**src/rtl/sad_result_uart_tx.sv**
```systemverilog
// sad_result_uart_tx
//   Reporting stage of the SAD processor. It captures each (x_in, y_in) match
//   result strobed by valid_in and sends it to the host as one 8N1 UART frame:
//     A5-style sync byte, {6'b0,x[9:8]}, x[7:0], {7'b0,y[8]}, y[7:0]
//   When SAD_TX_CHECKSUM_EN is defined, the frame also carries an XOR
//   checksum byte of bytes 1..4.
//   A one-deep pending register queues one result that arrives while a frame
//   is in flight. Any further result that arrives in that window is dropped
//   and latched in the overflow flag.
//
// Parameters
//   CLK_FREQ   system clock in Hz
//   BAUD       line rate; bit period DIV = CLK_FREQ/BAUD cycles (>= 2)
//   SYNC_BYTE  first byte of every frame
//
// Ports
//   clock          system clock, rising edge
//   notReset       asynchronous active-low reset
//   valid_in       one-cycle strobe; x_in/y_in hold a new result
//   x_in[9:0]      match column
//   y_in[8:0]      match row
//   TxD            serial line, idle high (registered)
//   busy           frame in flight or result pending
//   send_complete  one-cycle pulse after the last stop bit of a frame
//   overflow       sticky drop indicator, cleared only by reset

module sad_result_uart_tx #(
    parameter int unsigned CLK_FREQ  = 50_000_000,
    parameter int unsigned BAUD      = 115200,
    parameter logic [7:0]  SYNC_BYTE = 8'hA5
) (
    input  logic       clock,
    input  logic       notReset,
    input  logic       valid_in,
    input  logic [9:0] x_in,
    input  logic [8:0] y_in,
    output logic       TxD,
    output logic       busy,
    output logic       send_complete,
    output logic       overflow
);

    localparam int unsigned DIV   = CLK_FREQ / BAUD;
    localparam int unsigned CNT_W = $clog2(DIV);
    localparam logic [CNT_W-1:0] CNT_LAST = CNT_W'(DIV - 1);

`ifdef SAD_TX_CHECKSUM_EN
    localparam logic [2:0] LAST_BYTE = 3'd5;
`else
    localparam logic [2:0] LAST_BYTE = 3'd4;
`endif

    localparam logic [2:0] S_IDLE  = 3'd0;
    localparam logic [2:0] S_START = 3'd1;
    localparam logic [2:0] S_DATA  = 3'd2;
    localparam logic [2:0] S_STOP  = 3'd3;
    localparam logic [2:0] S_DONE  = 3'd4;

    logic [2:0]       state, stateNext;
    logic [CNT_W-1:0] baudCnt, baudCntNext;
    logic [2:0]       bitIdx, bitIdxNext;
    logic [2:0]       byteIdx, byteIdxNext;
    logic [9:0]       frameX, pendX;
    logic [8:0]       frameY, pendY;
    logic             pendFull;
    logic             loadInput, loadPending;
    logic             bitEnd;
    logic             txNext;
    logic [7:0]       curByte;

    assign bitEnd = (baudCnt == CNT_LAST);

    // Byte currently on the line, selected from the captured result
    always_comb begin
        curByte = SYNC_BYTE;
        case (byteIdx)
            3'd0:    curByte = SYNC_BYTE;
            3'd1:    curByte = {6'b0, frameX[9:8]};
            3'd2:    curByte = frameX[7:0];
            3'd3:    curByte = {7'b0, frameY[8]};
            3'd4:    curByte = frameY[7:0];
`ifdef SAD_TX_CHECKSUM_EN
            3'd5:    curByte = {6'b0, frameX[9:8]} ^ frameX[7:0]
                             ^ {7'b0, frameY[8]} ^ frameY[7:0];
`endif
            default: curByte = SYNC_BYTE;
        endcase
    end

    always_comb begin
        stateNext   = state;
        baudCntNext = baudCnt + CNT_W'(1);
        bitIdxNext  = bitIdx;
        byteIdxNext = byteIdx;
        loadInput   = 1'b0;
        loadPending = 1'b0;
        case (state)
            S_IDLE: begin
                baudCntNext = '0;
                byteIdxNext = '0;
                if (valid_in) begin
                    stateNext = S_START;
                    loadInput = 1'b1;
                end
            end
            S_START: begin
                if (bitEnd) begin
                    stateNext   = S_DATA;
                    bitIdxNext  = '0;
                    baudCntNext = '0;
                end
            end
            S_DATA: begin
                if (bitEnd) begin
                    baudCntNext = '0;
                    if (bitIdx == 3'd7) begin
                        stateNext = S_STOP;
                    end else begin
                        bitIdxNext = bitIdx + 3'd1;
                    end
                end
            end
            S_STOP: begin
                if (bitEnd) begin
                    baudCntNext = '0;
                    if (byteIdx == LAST_BYTE) begin
                        stateNext = S_DONE;
                    end else begin
                        stateNext   = S_START;
                        byteIdxNext = byteIdx + 3'd1;
                    end
                end
            end
            S_DONE: begin
                // Pending result has priority; a strobe in this cycle is
                // either queued behind it or sent directly, never dropped.
                baudCntNext = '0;
                byteIdxNext = '0;
                if (pendFull) begin
                    stateNext   = S_START;
                    loadPending = 1'b1;
                end else if (valid_in) begin
                    stateNext = S_START;
                    loadInput = 1'b1;
                end else begin
                    stateNext = S_IDLE;
                end
            end
            default: begin
                stateNext   = S_IDLE;
                baudCntNext = '0;
            end
        endcase
    end

    // TxD is registered from the next state so the line never glitches.
    // Entering DATA never changes byteIdx, so curByte is already valid.
    always_comb begin
        txNext = 1'b1;
        case (stateNext)
            S_START: txNext = 1'b0;
            S_DATA:  txNext = curByte[bitIdxNext];
            default: txNext = 1'b1;
        endcase
    end

    always_ff @(posedge clock or negedge notReset) begin
        if (!notReset) begin
            state    <= S_IDLE;
            baudCnt  <= '0;
            bitIdx   <= '0;
            byteIdx  <= '0;
            TxD      <= 1'b1;
            frameX   <= '0;
            frameY   <= '0;
            pendX    <= '0;
            pendY    <= '0;
            pendFull <= 1'b0;
            overflow <= 1'b0;
        end else begin
            state   <= stateNext;
            baudCnt <= baudCntNext;
            bitIdx  <= bitIdxNext;
            byteIdx <= byteIdxNext;
            TxD     <= txNext;

            if (loadInput) begin
                frameX <= x_in;
                frameY <= y_in;
            end else if (loadPending) begin
                frameX <= pendX;
                frameY <= pendY;
            end

            if (state == S_DONE) begin
                if (pendFull) begin
                    // Pending moves out; a same-cycle strobe refills it
                    pendFull <= valid_in;
                    if (valid_in) begin
                        pendX <= x_in;
                        pendY <= y_in;
                    end
                end
            end else if (state != S_IDLE && valid_in) begin
                if (!pendFull) begin
                    pendX    <= x_in;
                    pendY    <= y_in;
                    pendFull <= 1'b1;
                end else begin
                    overflow <= 1'b1;
                end
            end
        end
    end

    assign send_complete = (state == S_DONE);
    assign busy          = (state != S_IDLE) && !((state == S_DONE) && !pendFull);

endmodule
```
**config.mk**
```make
export PLATFORM = sky130hd
export DESIGN_NAME = sad_result_uart_tx
export DESIGN_NICKNAME = d
export VERILOG_FILES = /design/src/rtl/sad_result_uart_tx.sv
export SDC_FILE = /design/constraint.sdc
export NUM_CORES = 1
export LEC_CHECK = 0
export CAP_MARGIN = 20
export CORE_ASPECT_RATIO = 1.5
export CORE_MARGIN = 10
export CORE_UTILIZATION = 52
export CTS_CLUSTER_SIZE = 12
export DETAILED_ROUTE_END_ITERATION = 8
export PLACE_DENSITY = 0.76
export SYNTH_ARGS = -nofsm -noshare
export SYNTH_HDL_FRONTEND = slang
export SYNTH_SLANG_ARGS = --single-unit
```
**constraint.sdc**
```tcl
create_clock -name clock -period 2.4 [get_ports clock]
set_input_delay 0.48 -clock clock [delete_from_list [all_inputs] [get_ports clock]]
set_output_delay 0.48 -clock clock [all_outputs]
set_load 0.02 [all_outputs]
```
==> impl_metrics.json <==
{
  "status": "finished, final reports clean",
  "cp_cell_sequence": "inv_1 -> ha_1 -> nand4b_1 -> or2_4 -> buf_8 -> nor4_4 -> nor2_2 -> mux2_4 -> o311a_1 -> a31oi_1",
  "sw_frac_of_total": 0.2197,
  "grt_usage": 0.1523,
  "final_max_slew_viol_count": 0,
  "core_um2": 5492,
  "worstPathArrival_ns": 2.59,
  "cts_hold_buf": 0,
  "crit_path_top_delay_cell": "dfrtp_1",
  "final_nets": 376,
  "synthArstFlopShare": 1.000,
  "finalPower_w": 0.001914,
  "powerDensity_nw_per_um2": 531.3,
  "slew-limit-headroom": 0.5065,
  "die_area_um2": 9186,
  "synth_fa_ha_area_frac": 0.03376,
  "drive_above_1_share": 0.1977,
  "ant_nets": 0,
  "start_kind": "register",
  "r2r_end": "TxD",
  "area_delta_synth_final_pct": 21.48,
  "syn_inst": 304,
  "die_w_um": 81.66,
  "cts_buffer_depth": 2,
  "viasPerCell": 5.690,
  "grt_setup_unrepaired": "true",
  "diodes": 0,
  "cp_max_fo": 6,
  "power.share.clock": 0.408,
  "dr.pass1.iters": 4,
  "wirelength_um": 6425,
  "dp_hpwl_um": 4585,
  "worstSetupPathType": "register to register",
  "port_buffers": 25,
  "p_sw_w": 0.0004206,
  "ios": 26,
  "dp.cells": 401,
  "synth-simple-area-share": 0.1646,
  "ys_top_cells_by_area": "dfrtp_1 (49%), mux2_2 (7.6%), nor2_1 (5.1%), o21ai_0 (4.9%), nand2_1 (4.3%)",
  "place.gp.congestion": 0.9279,
  "clkSlewWorstSetupHoldPaths_ns": 0.06,
  "grt_max_degree": 60,
  "yosys-top-cells-count": "dfrtp_1 (58), nor2_1 (40), nand2_1 (34)",
  "synth_seq_cells": 59,
  "synth-compound-area-share": 0.1641,
  "cts_htree_levels": 3,
  "synth-xor-area-share": 0.02068,
  "synth.mux.area_fraction": 0.08608,
  "antenna_found_initial": 0,
  "vias": 2384,
  "crit_start": "baudCnt[1]",
  "ctsRootBufferMaster": "clkbuf_8",
  "rrSetupSlack_ns": 0.07,
  "setup_viol": 0,
  "synth_edf_count": 0,
  "synth_nets": 334,
  "cts.sinks": 59,
  "required_ns": 2.66,
  "synth_top_family_by_area": "simple AND/OR/NAND/NOR gates",
  "hold_class": "input port to asynchronous set/reset pin",
  "drv_cap": 0,
  "num_rows": 33,
  "clkLatencyLatePin_ns": 0.33,
  "stdcell_count": 419,
  "p_comb_frac": 0.051,
  "grt_pass1_wl_um": 11360,
  "avgSynthCellArea_um2": 9.754,
  "worst_setup_path_end_kind": "register",
  "ys_warn_count": 0,
  "seq_area_frac_synth": 0.4983,
  "drt_iter0_drc": 108,
  "hold_viol_final": 0,
  "drc": 0,
  "power.leakage_nw": 1.580,
  "p_int_w": 0.001493,
  "vdd_drop_max_mv": 0.4532,
  "cts_tree": "done",
  "post-synth-top-area-cell": "dfrtp_1",
  "wire_per_inst_um": 15.33,
  "ys_dominant_reg_cell": "dfrtp_1",
  "critPathMaxStageDelay_ns": 0.39,
  "finalCriticalPeriod_ns": 2.335,
  "yosysMostFrequentCell": "dfrtp_1",
  "r2r_cells": 10,
  "p_seq_frac": 0.541,
  "overflow": 0,
  "setup-tns-final_ns": 0,
  "fin_skew_ns": 0.005674,
  "numCtsBuffers": 9,
  "syn_area_um2": 2965,
  "post_synth_num_cell_types": 47,
  "grt_pass1_vias": 2464,
  "synth_top_area_frac": 0.4895,
  "die_h_um": 112.5,
  "period_share": 0.9728,
  "start_util": 0.5400,
  "worstMarginPinSlew_ns": 0.7403,
  "r2r_start": "baudCnt[1]",
  "fmax_mhz": 428.3
}
## state kept, by name, indices dropped and copies added, names as in the netlist
signal,count
overflow,1
state,3
pendFull,1
byteIdx,3
pendX,10
TxD,1
frameX,10
frameY,9
bitIdx,3
baudCnt,9
pendY,9
## worst max-delay path, delay by kind of cell (launching register included)
family	cells	cell delay [ns]
muxes	1	0.30
buffers and inverters	2	0.20
adders and majority gates	1	0.13
DFF	1	0.39
AOI/OAI and AO/OA	2	0.46
and+or+nand+nor	4	0.78
## cell type report
cell class / count / area [µm²]
Fill cell: 439 / 1889
Sequential cell: 59 / 1479
Clock buffer: 11 / 151.4
Multi-Input combinational cell: 222 / 1424
Timing Repair Buffer: 44 / 407.9
Inverter: 10 / 37.54
Tap cell: 70 / 87.58
Clock inverter: 3 / 15.01
## timing repair
item                       in CTS  in global routing
resized for setup               0                 11
setup buffers                   0                  4
setup endpoints to repair       0                  2
hold endpoints to repair        0                  0
## placed cells by master, fill, tap and decap left out, types with 2 or more instances in the layout
master / Yosys / final
dfrtp_1: 58 / 57
nor2_1: 40 / 40
nand2_1: 34 / 34
o21ai_0: 29 / 28
clkdlybuf4s50_1: 0 / 24
a21oi_1: 23 / 22
mux2_2: 20 / 19
buf_4: 0 / 17
clkbuf_8: 0 / 11
inv_1: 10 / 10
ha_1: 8 / 7
nand3_1: 6 / 6
a22oi_1: 6 / 6
nor3_1: 6 / 5
xnor2_1: 4 / 4
a31oi_1: 3 / 3
or3_1: 3 / 3
xor2_1: 3 / 3
mux2i_1: 3 / 3
clkinv_2: 0 / 3
o21ai_1: 1 / 2
and3_1: 2 / 2
and2_1: 2 / 2
o311a_1: 2 / 2
a21oi_2: 1 / 2
nor4_1: 2 / 2
nand4_1: 2 / 2
a22o_1: 2 / 2
## power groups by stage
stage	logic [W]	clock network [W]	registers, W
after floorplan	0.0000356	0	0.00105
after global placement	0.0000977	0	0.00105
after detailed placement	0.000101	0	0.00105
after CTS	0.000101	0.000803	0.00104
after global routing	0.000111	0.000847	0.00104
final	0.0000979	0.000780	0.00104
## metal layers
layer,GRT usage,share of wire,up-vias
met5,0,0,-
met4,0.07973,0.034,0
met3,0.03754,0.033,18
met2,0.2475,0.51,45
met1,0.1785,0.42,1166
li1,-,-,1155
## per-stage QoR
stage	instance area [µm²]	hold WS [ns]	utilization	setup slack (ns)
6_report	3602	0.2797	0.6560	0.06538
3_3_place_gp	3357	0.4628	0.6113	0.1343
5_1_grt	3602	0.3441	0.6560	-0.03646
3_5_place_dp	3357	0.4659	0.6113	0.03652
4_1_cts	3523	0.3190	0.6416	0.02085
2_1_floorplan	2965	0.1844	-	0.1134
## worst max-delay path by stage
stage	cells after the start	slack (ns)	to
after floorplan	9	0.11	TxD
after global placement	10	0.13	TxD
after detailed placement	8	0.04	TxD
after CTS	8	0.02	TxD
after global routing	10	-0.04	TxD
final	10	0.07	TxD
## cells by family (layout without fill, tap and decap cells)
logic type | after synthesis | after routing
and+or+nand+nor | 105 | 105
AOI/OAI and AO/OA | 79 | 79
DFF | 59 | 59
muxes | 23 | 23
buffers and inverters | 23 | 68
adders and majority gates | 8 | 8
xor gates and xnor gates | 7 | 7
Note: power is estimated with default switching activity, not from simulation.
